===== config.mk =====
export PLATFORM = sky130hd
export DESIGN_NAME = ula_fp_seq
export DESIGN_NICKNAME = d
export VERILOG_FILES = /design/src/rtl/ula_fp_seq.sv
export SDC_FILE = /design/constraint.sdc
export NUM_CORES = 1
export LEC_CHECK = 0
export CORE_MARGIN = 8
export CORE_UTILIZATION = 35
export CTS_BUF_LIST = sky130_fd_sc_hd__clkbuf_4
export CTS_CLUSTER_DIAMETER = 80
export DETAILED_ROUTE_END_ITERATION = 6
export PLACE_DENSITY = 0.72
export REMOVE_ABC_BUFFERS = 1
export SKIP_CTS_REPAIR_TIMING = 1
export SYNTH_ARGS = -nofsm -noshare
export SYNTH_HDL_FRONTEND = slang
export SYNTH_SLANG_ARGS = --single-unit

===== constraint.sdc =====
create_clock -name iclock -period 4.2 [get_ports iclock]
set_clock_uncertainty 0.15 [all_clocks]
set_input_delay 0.84 -clock iclock [delete_from_list [all_inputs] [get_ports iclock]]
set_output_delay 0.84 -clock iclock [all_outputs]
set_load 0.05 [all_outputs]

===== src/rtl/ula_fp_seq.sv =====
// ula_fp_seq: issue/sequencing controller for the FP unit; holds operands, times core latency, captures result and sticky flags.
module ula_fp_seq #(
  parameter int WIDTH    = 32,
  parameter int CNT_W    = 5,
  parameter int LAT_ADD  = 7,
  parameter int LAT_MUL  = 5,
  parameter int LAT_DIV  = 6,
  parameter int LAT_SQRT = 16,
  parameter int LAT_CMP  = 1,
  parameter int LAT_CVT  = 6
) (
  input  logic             iclock,
  input  logic             ireset,
  input  logic             istart,
  input  logic [3:0]       icontrol,
  input  logic [WIDTH-1:0] idataa,
  input  logic [WIDTH-1:0] idatab,
  input  logic             iclear_sticky,
  output logic [WIDTH-1:0] ocore_dataa,
  output logic [WIDTH-1:0] ocore_datab,
  output logic [3:0]       ocore_op,
  output logic             ocore_addsub,
  input  logic [WIDTH-1:0] icore_result,
  input  logic             icore_nan,
  input  logic             icore_zero,
  input  logic             icore_overflow,
  input  logic             icore_underflow,
  input  logic             icore_cmp,
  output logic             obusy,
  output logic             odone,
  output logic [WIDTH-1:0] oresult,
  output logic             onan,
  output logic             ozero,
  output logic             ooverflow,
  output logic             ounderflow,
  output logic             oCompResult,
  output logic [2:0]       osticky
);
  localparam logic [3:0] ADDS = 4'd0, SUBS = 4'd1, MULS = 4'd2, DIVS = 4'd3, SQRT = 4'd4, ABS = 4'd5,
                         NEG = 4'd6, CEQ = 4'd7, CLE = 4'd9, CVTSW = 4'd10, CVTWS = 4'd11;
  typedef enum logic {IDLE, WAIT} state_t;
  state_t state, state_n;
  logic [CNT_W-1:0] cnt, lat;
  logic             accept, cap, arith, is_cmp, cvtws, core_res;
  logic [WIDTH-1:0] res_n;
  logic             nan_n, zero_n, ovf_n, unf_n, cmp_n;
  assign obusy  = state == WAIT;
  assign accept = state == IDLE && istart;
  assign cap    = state == WAIT && cnt == CNT_W'(1);
  always_ff @(posedge iclock or posedge ireset)
    if (ireset) state <= IDLE;
    else state <= state_n;
  always_comb begin
    state_n = accept ? WAIT : cap ? IDLE : state;
    lat = (icontrol == ADDS || icontrol == SUBS) ? CNT_W'(LAT_ADD) :
          (icontrol == MULS) ? CNT_W'(LAT_MUL) :
          (icontrol == DIVS) ? CNT_W'(LAT_DIV) :
          (icontrol == SQRT) ? CNT_W'(LAT_SQRT) :
          (icontrol >= CEQ && icontrol <= CLE) ? CNT_W'(LAT_CMP) :
          (icontrol == CVTSW || icontrol == CVTWS) ? CNT_W'(LAT_CVT) : CNT_W'(1);
  end
  // Result/flag selection works off the latched opcode, which also steers the external core mux
  always_comb begin
    arith    = ocore_op <= SQRT;
    is_cmp   = ocore_op >= CEQ && ocore_op <= CLE;
    cvtws    = ocore_op == CVTWS;
    core_res = arith || ocore_op == CVTSW || cvtws;
    res_n    = core_res ? icore_result :
               (ocore_op == ABS) ? {1'b0, ocore_dataa[WIDTH-2:0]} :
               (ocore_op == NEG) ? {~ocore_dataa[WIDTH-1], ocore_dataa[WIDTH-2:0]} : '0;
    nan_n    = (arith || cvtws) && icore_nan;
    ovf_n    = (arith || cvtws) && icore_overflow;
    unf_n    = (arith || cvtws) && icore_underflow;
    zero_n   = arith ? icore_zero : cvtws && icore_result == '0;
    cmp_n    = is_cmp && icore_cmp;
  end
  always_ff @(posedge iclock or posedge ireset)
    if (ireset) begin
      ocore_dataa  <= '0;
      ocore_datab  <= '0;
      ocore_op     <= '0;
      ocore_addsub <= 1'b0;
      cnt          <= '0;
      odone        <= 1'b0;
      oresult      <= '0;
      {onan, ozero, ooverflow, ounderflow, oCompResult} <= '0;
      osticky      <= '0;
    end else begin
      odone <= cap;
      if (accept) begin
        ocore_dataa  <= idataa;
        ocore_datab  <= idatab;
        ocore_op     <= icontrol;
        ocore_addsub <= icontrol == ADDS;
        cnt          <= lat;
      end else if (obusy) cnt <= cnt - CNT_W'(1);
      if (cap) begin
        oresult <= res_n;
        {onan, ozero, ooverflow, ounderflow, oCompResult} <= {nan_n, zero_n, ovf_n, unf_n, cmp_n};
      end
      // A clear on the capture edge keeps exactly the freshly captured flags
      osticky <= (iclear_sticky ? 3'b000 : osticky) | (cap ? {nan_n, ovf_n, unf_n} : 3'b000);
    end
endmodule


==> summary.md, run 1 <==
| Metric | Value |
|---|---|
| Initial Util | `0.3541` |
| CP Max Fanout | `10` |
| Top post-synthesis cells by area | `dfrtp_1 (60%), nand2_1 (16%), nor2_1 (5.3%)` |
| Synth Flop Type | `dfrtp_1` |
| Final Cell Area | `0.007450 mm^2` |
| Worst Hold Class | `reg2reg` |
| H-tree depth | `4` |
| WP buf/inv | `1` |
| Unrepaired setup endpoints after global routing | `false` |
| Mean Syn Cell Area | `9.308 um^2` |
| Vias | `about 4500` |
| Worst hold stages | `2` |
| Slew of the pin with the lowest slew margin | `1.351 ns` |
| R2R Setup Slk | `1.45 ns` |
| Total gr overflow | `0` |
| Area of the multi-input gates | `0.001803 mm^2` |
| Worst-case clock buffer depth | `2` |
| Max incr delay on CP | `~0.89 ns` |
| Post-synth EDFFs | `0` |
| Ports | `220` |
| Seq/Total Area, Yosys | `0.5952` |
| Largest area contributor in the netlist | `dfrtp_1` |
| Worst hold start | `ocore_datab[26]` |
| Fin. max-slew vios | `0` |
| Area growth syn-to-layout | `52.74%` |
| Antenna diodes | `0` |
| Yosys top cell area share | `0.5952` |
| Crit-path leading delay family | `buffers and inverters` |
| Clock sink count | `116` |
| CTS root buffer | `clkbuf_4` |
| Clock Latency Late Sink | `a little over 0.5 ns` |
| Clock-pin slew on the worst setup and hold paths | `roughly 0.090 ns` |
| Max Cap Viol | `0` |
| Proportion of layout cells with a drive suffix above 1 | `0.06300` |
| First-pass GRT wire length | `25.47 mm` |
| DP Area | `between 0.007 and 0.008 mm^2` |
| Final GP Congestion | `0.7703` |
| Final nets | `~850` |
| Final-report setup violation count | `0` |
| WL/cell | `approximately 17 um` |
| Post-DRT Antenna Nets | `0` |
| Largest net degree at the start of global routing | `between 60 and 70` |
| Setup crit start kind | `register` |
| CP cell instances | `clkdlybuf4s50_1` |
| Async SR Flop Fraction | `1.000` |
| Vias in the first global route | `4802` |
| Num CTS Buffers | `17` |
| Placement Setup Slack | `roughly 1.3 ns` |
| PwrDens | `949.3 mW/mm^2` |
| Fin. Hold Viols | `0` |
| Rows | `43` |
| DR iter-0 viols | `234` |
| Worst setup EP type | `output pin` |
| Final worst slack | `1.235 ns` |
| Global-route usage over all layers | `0.1784` |
| Fin Setup TNS | `0 ns` |
| Worst EP required | `around 3.2 ns` |
| Placed cell count | `897` |
| Fill cell count | `around 1300` |
| # port buffers | `219` |
| CP max stage cell | `clkdlybuf4s50_1` |
| Register area | `0.002903 mm^2` |
| Reg2Reg Depth | `7` |
| Post-Route WL | `~16 mm` |
| Period utilisation layout | `0.7059` |
| Final Critical Period | `a little under 3 ns` |
| Worst reg2reg endpoint | `ounderflow` |
| Yosys warns | `0` |
| Worst hold endpoint | `ocore_datab[26]` |
| Critical path class | `reg2out` |
| Mapped cell area | `0.004877 mm^2` |
| Arrival @ worst endpoint | `1.97 ns` |
| Die width | `approximately 130 um` |
| Status | `completed` |
| Core ar. | `0.01377 mm^2` |
| Achievable clock frequency | `~0.34 GHz` |
| Initial antenna violation count | `0` |
| Detail Placement HPWL | `11.49 mm` |
| Vias/cell | `a little under 5` |
| Die ar. | `roughly 0.018 mm^2` |
| Die Ht | `134.0 um` |
| Leak Pwr | `0.003389 uW` |
| #FFs+latches synth | `116` |
| CTS tree | `yes` |
| Worst r2r src | `cnt[1]` |
| Relative slew slack | `0.09813` |
| Synth cell types | `35` |
| VDD IR max | `about 0.00056 V` |
| Cell count after synthesis | `roughly 520` |
| Layout Cells excl Fill | `~900` |
| Drt pass-1 iters | `4` |
| DRC viols | `0` |
==> cell type report <==
cell class / count / share of cell area
Clock buffer: 20 / 0.02015
Clock inverter: 9 / 0.01209
Inverter: 9 / 0.004871
Multi-Input combinational cell: 368 / 0.2420
Sequential cell: 116 / 0.3897
Tap cell: 180 / 0.03023
Timing Repair Buffer: 224 / 0.3010
==> cell usage in the layout, fill, tap and decap left out, types with 2 or more instances in the layout <==
master           count
nor4_1               8
nor3_1               3
buf_4                4
ha_1                 2
bufinv_16            2
or4_1                2
dfrtp_1            116
clkdlybuf4s50_1    219
a31oi_1              2
nand3_1              3
inv_1                7
o21a_1               2
a221oi_1            22
nor2_1              68
clkinv_2             3
nand2_1            211
nand2b_1             3
a21oi_1              3
o21ai_0              3
a221oi_2             9
clkbuf_4            20
clkinv_1             4
a22o_1               8
o22ai_1              3
==> per-stage QoR <==
stage / util / hold WS, ns / power [uW]
2_1_floorplan: - / 0.3516 / 4759
3_3_place_gp: 0.5234 / 0.3067 / 6290
3_5_place_dp: 0.5234 / 0.3132 / 6386
4_1_cts: 0.5409 / 0.3362 / 7141
5_1_grt: 0.5409 / 0.3462 / 7467
6_report: 0.5409 / 0.3317 / 7072
==> power by group <==
group          leakage, uW  total [uW]  switching (uW)  internal, uW
Combinational      0.00183        4240            2890          1350
Clock             0.000138         738             386           353
Sequential         0.00142        2090             423          1670
Total              0.00339        7070            3700          3380
==> kinds of logic (layout without fill, tap and decap cells) <==
family	count (synthesis)	after routing	share of synthesized area
and+or+nand+nor	305	305	0.2483
DFF	116	116	0.5952
muxes	1	1	0.002052
AOI/OAI and AO/OA	58	58	0.1070
xor gates and xnor gates	2	2	0.003592
adders and majority gates	2	2	0.005130
buffers and inverters	40	262	0.03874
==> routing by layer <==
layer  track usage  routed length (um)  vias up  share of wire
li1              -                   -     2153              -
met1        0.1984                6387     2193           0.40
met4       0.06114                 219        0          0.014
met2        0.2960                7639      184           0.48
met3       0.08190                1663       17           0.10
met5             0                   0        -              0
==> synthesized netlist by cell type (all sizes together), types with 4 or more instances <==
cell    number
nand2      211
a21oi        4
buf         11
a221oi      31
nor4         8
nor2        69
dfrtp      116
clkbuf      20
a22o         8
inv          9
nand2b       4
==> sequential cells by signal, indices dropped and copies added (netlist names) <==
signal and cells:
ocore_addsub 1, onan 1, ooverflow 1, oresult 32, ocore_op 4, obusy 1, oCompResult 1, ounderflow 1
ocore_datab 32, odone 1, osticky 3, cnt 5, ozero 1, ocore_dataa 32
==> how the worst max path moves through the flow <==
| stage | cells after the start | start | slack [ns] | endpoint |
|---|---|---|---|---|
| after floorplan | 1 | ireset | 0.14 | cnt[0] |
| after global placement | 5 | icore_result[3] | 1.33 | ozero |
| after detailed placement | 5 | icore_result[3] | 1.34 | ozero |
| after CTS | 1 | ocore_op[3] | 1.18 | ocore_op[3] |
| after global routing | 1 | ocore_op[3] | 1.14 | ocore_op[3] |
| final | 1 | ocore_op[3] | 1.24 | ocore_op[3] |
(Power assumes the default switching activity.)
==> run 2: changes to the inputs <==
--- a/config.mk
+++ b/config.mk
@@ -10,7 +10,7 @@
 export CTS_BUF_LIST = sky130_fd_sc_hd__clkbuf_4
 export CTS_CLUSTER_DIAMETER = 80
 export DETAILED_ROUTE_END_ITERATION = 6
-export PLACE_DENSITY = 0.72
+export PLACE_DENSITY = 0.69
 export REMOVE_ABC_BUFFERS = 1
 export SKIP_CTS_REPAIR_TIMING = 1
 export SYNTH_ARGS = -nofsm -noshare
==> constraint.sdc (replaced) <==
create_clock -name iclock -period 2.87 [get_ports iclock]
set_clock_uncertainty 0.15 [all_clocks]
set_input_delay 0.574 -clock iclock [delete_from_list [all_inputs] [get_ports iclock]]
set_output_delay 0.574 -clock iclock [all_outputs]
set_load 0.05 [all_outputs]
==> run 2 against run 1 <==
Compared with the run above:
- flip-flop and latch count stayed put
- clock-buffer cell count is 2 lower
- non-clock buffer count is 9 higher
- cell area is 2.0% higher
- sequential power is 47% higher
- critical path type unchanged
- largest cell class unchanged
- highest routed layer unchanged
- register-to-register slack worse by 0.90 ns
- first-iteration DRC count is 15% lower
==> summary.md, run 2 (same netlist as run 1, synthesis figures left out) <==
| Metric | Value |
|---|---|
| Core ar. | `0.01377 mm^2` |
| Worst Hold Class | `reg2reg` |
| DP Area | `0.007277 mm^2` |
| CP max stage cell | `clkdlybuf4s50_1` |
| Final worst slack | `between 0.15 and 0.2 ns` |
| Die ar. | `0.01797 mm^2` |
| M3 GR Usage | `0.07255` |
| Worst reg2reg endpoint | `oresult[4]` |
| Final Cell Area | `0.007602 mm^2` |
| DRC viols | `0` |
| Period utilisation layout | `0.9368` |
| Total gr overflow | `0` |
| Layout Cells excl Fill | `938` |
| CTS tree | `yes` |
| Setup crit start kind | `register` |
| Clock sink count | `116` |
| Final Util | `0.5520` |
| Worst Setup SP | `ocore_op[3]` |
| Placement Setup Slack | `0.3594 ns` |
| Fin. Hold Viols | `0` |
| Final nets | `856` |
| WP depth | `1` |
| Drt pass-1 iters | `4` |
| Arrival @ worst endpoint | `1.96 ns` |
| Largest net degree at the start of global routing | `47` |
| Fill cell count | `1284` |
| Rows | `43` |
| WL/cell | `17.02 um` |
| Ports | `220` |
| WP buf/inv | `1` |
| PwrDens | `1402 mW/mm^2` |
| Worst setup endpoint | `ocore_op[3]` |
| Num CTS Buffers | `17` |
| Leak Pwr | `0.003465 uW` |
| Placed cell count | `around 910` |
| Crit-path leading delay family | `buffers and inverters` |
| Post-Route WL | `15.96 mm` |
| Die Ht | `134.0 um` |
| Final-report setup violation count | `0` |
| Worst-case clock buffer depth | `2` |
| Slew of the pin with the lowest slew margin | `0.5911 ns` |
| Post-DRT Antenna Nets | `0` |
| Clock-pin slew on the worst setup and hold paths | `between 0.1 and 0.15 ns` |
| GR peak layer | `met2` |
| Die width | `~130 um` |
| GRT met2 Usage | `0.2977` |
| Max Cap Viol | `0` |
| Worst setup EP type | `output pin` |
| Biggest regs | `ocore_dataa (32), ocore_datab (32), oresult (32)` |
| Antenna diodes | `0` |
| H-tree depth | `4` |
| Final total power | `10660 uW` |
| Vias | `4543` |
| Relative slew slack | `0.6059` |
| CP Max Fanout | `10` |
| Area growth syn-to-layout | `55.87%` |
| Fin. max-slew vios | `0` |
| VDD IR max | `0.0007801 V` |
| Vias in the first global route | `4750` |
| Clock Latency Late Sink | `0.50 ns` |
| Commonest non-fill, non-tap cell in the layout | `clkdlybuf4s50_1` |
| Unrepaired setup endpoints after global routing | `false` |
| Worst EP required | `2.15 ns` |
| Commonest non-fill, non-tap cells in the layout | `clkdlybuf4s50_1 (219), nand2_1 (211), dfrtp_1 (116), nor2_1 (68), a221oi_1 (22)` |
| Proportion of layout cells with a drive suffix above 1 | `0.07520` |
| First-pass GRT wire length | `25.50 mm` |
| Detail Placement HPWL | `12.20 mm` |
| Initial antenna violation count | `0` |
| Final GP Congestion | `0.8255` |
| CP cell instances | `clkdlybuf4s50_1` |
| Vias/cell | `4.843` |
| DR iter-0 viols | `200` |
| Worst r2r src | `cnt[1]` |
| Met1 Use GR | `0.2034` |
| Critical path class | `reg2out` |
| Status | `completed` |
| CTS root buffer | `clkbuf_4` |
| # port buffers | `219` |
| Reg2Reg Depth | `8` |
| Global-route usage over all layers | `0.1794` |
| Achievable clock frequency | `0.3720 GHz` |
| Final Critical Period | `2.689 ns` |
| Max incr delay on CP | `0.89 ns` |
| R2R Setup Slk | `0.55 ns` |
| Initial Util | `0.3541` |
run 2: changes by cell type in the layout (fill, tap and decap cells not counted):
cell	delta
clkbuf_4	-2
buf_4	+9
bufinv_16	+3
clkinvlp_4	+1
clkinv_2	-1
clkinv_1	+2
run 2: layout make-up:
type / instances / area (um^2) / area share
Clock inverter: 14 / 190.2 / 0.02502
Multi-Input combinational cell: 368 / 1803 / 0.2372
Inverter: 9 / 36.28 / 0.004773
Sequential cell: 116 / 2903 / 0.3818
Tap cell: 180 / 225.2 / 0.02962
Clock buffer: 18 / 135.1 / 0.01777
Timing Repair Buffer: 233 / 2310 / 0.3038
run 2: metrics by stage:
| stage | setup TNS (ns) | hold WS [ns] |
|---|---|---|
| after detailed placement | 0 | 0.3115 |
| final | 0 | 0.3312 |
| after global placement | 0 | 0.3079 |
| after global routing | 0 | 0.3096 |
| after CTS | 0 | 0.2929 |
| after floorplan | -109.93 | 0.3516 |
run 2: worst reg2reg max path, delay by kind of cell (launching register included):
kind,cells,cell delay [ns]
AND/OR/NAND/NOR,4,0.80
buffers and inverters,3,0.76
flip-flops,1,0.41
adder cells (fa/ha/maj),1,0.15
run 2: metal layers:
layer  up-vias  wire (um)
met3        20       1416
met5         -          0
met1      2181       6561
met4         0        274
li1       2184          -
met2       158       7710
run 2: worst min-delay path by stage:
stage | startpoint | end | slack [ns] | cells after the start
finish | ocore_datab[21] | ocore_datab[21] | 0.33 | 2
floorplan | cnt[1] | cnt[1] | 0.35 | 1
detailed placement | ocore_datab[26] | ocore_datab[26] | 0.31 | 2
global placement | ocore_datab[30] | ocore_datab[30] | 0.31 | 2
CTS | ireset | ocore_datab[9] | 0.29 | 2
global route | ireset | ocore_datab[29] | 0.31 | 2
run 2: report_power, final:
group          switching (uW)  internal (uW)  leakage [uW]
Sequential                639           2440       0.00142
Clock                     588            769      0.000171
Combinational            4210           2010       0.00188
Total                    5440           5220       0.00346
==> run 3: changes to the inputs <==
--- a/config.mk
+++ b/config.mk
@@ -10,6 +10,7 @@
 export CTS_BUF_LIST = sky130_fd_sc_hd__clkbuf_4
 export CTS_CLUSTER_DIAMETER = 80
 export DETAILED_ROUTE_END_ITERATION = 6
+export HOLD_SLACK_MARGIN = 0.02
 export PLACE_DENSITY = 0.69
 export REMOVE_ABC_BUFFERS = 1
 export SKIP_CTS_REPAIR_TIMING = 1
==> results of run 3 <==
The final DEF is identical to that of run 2; final timing and power are the same.
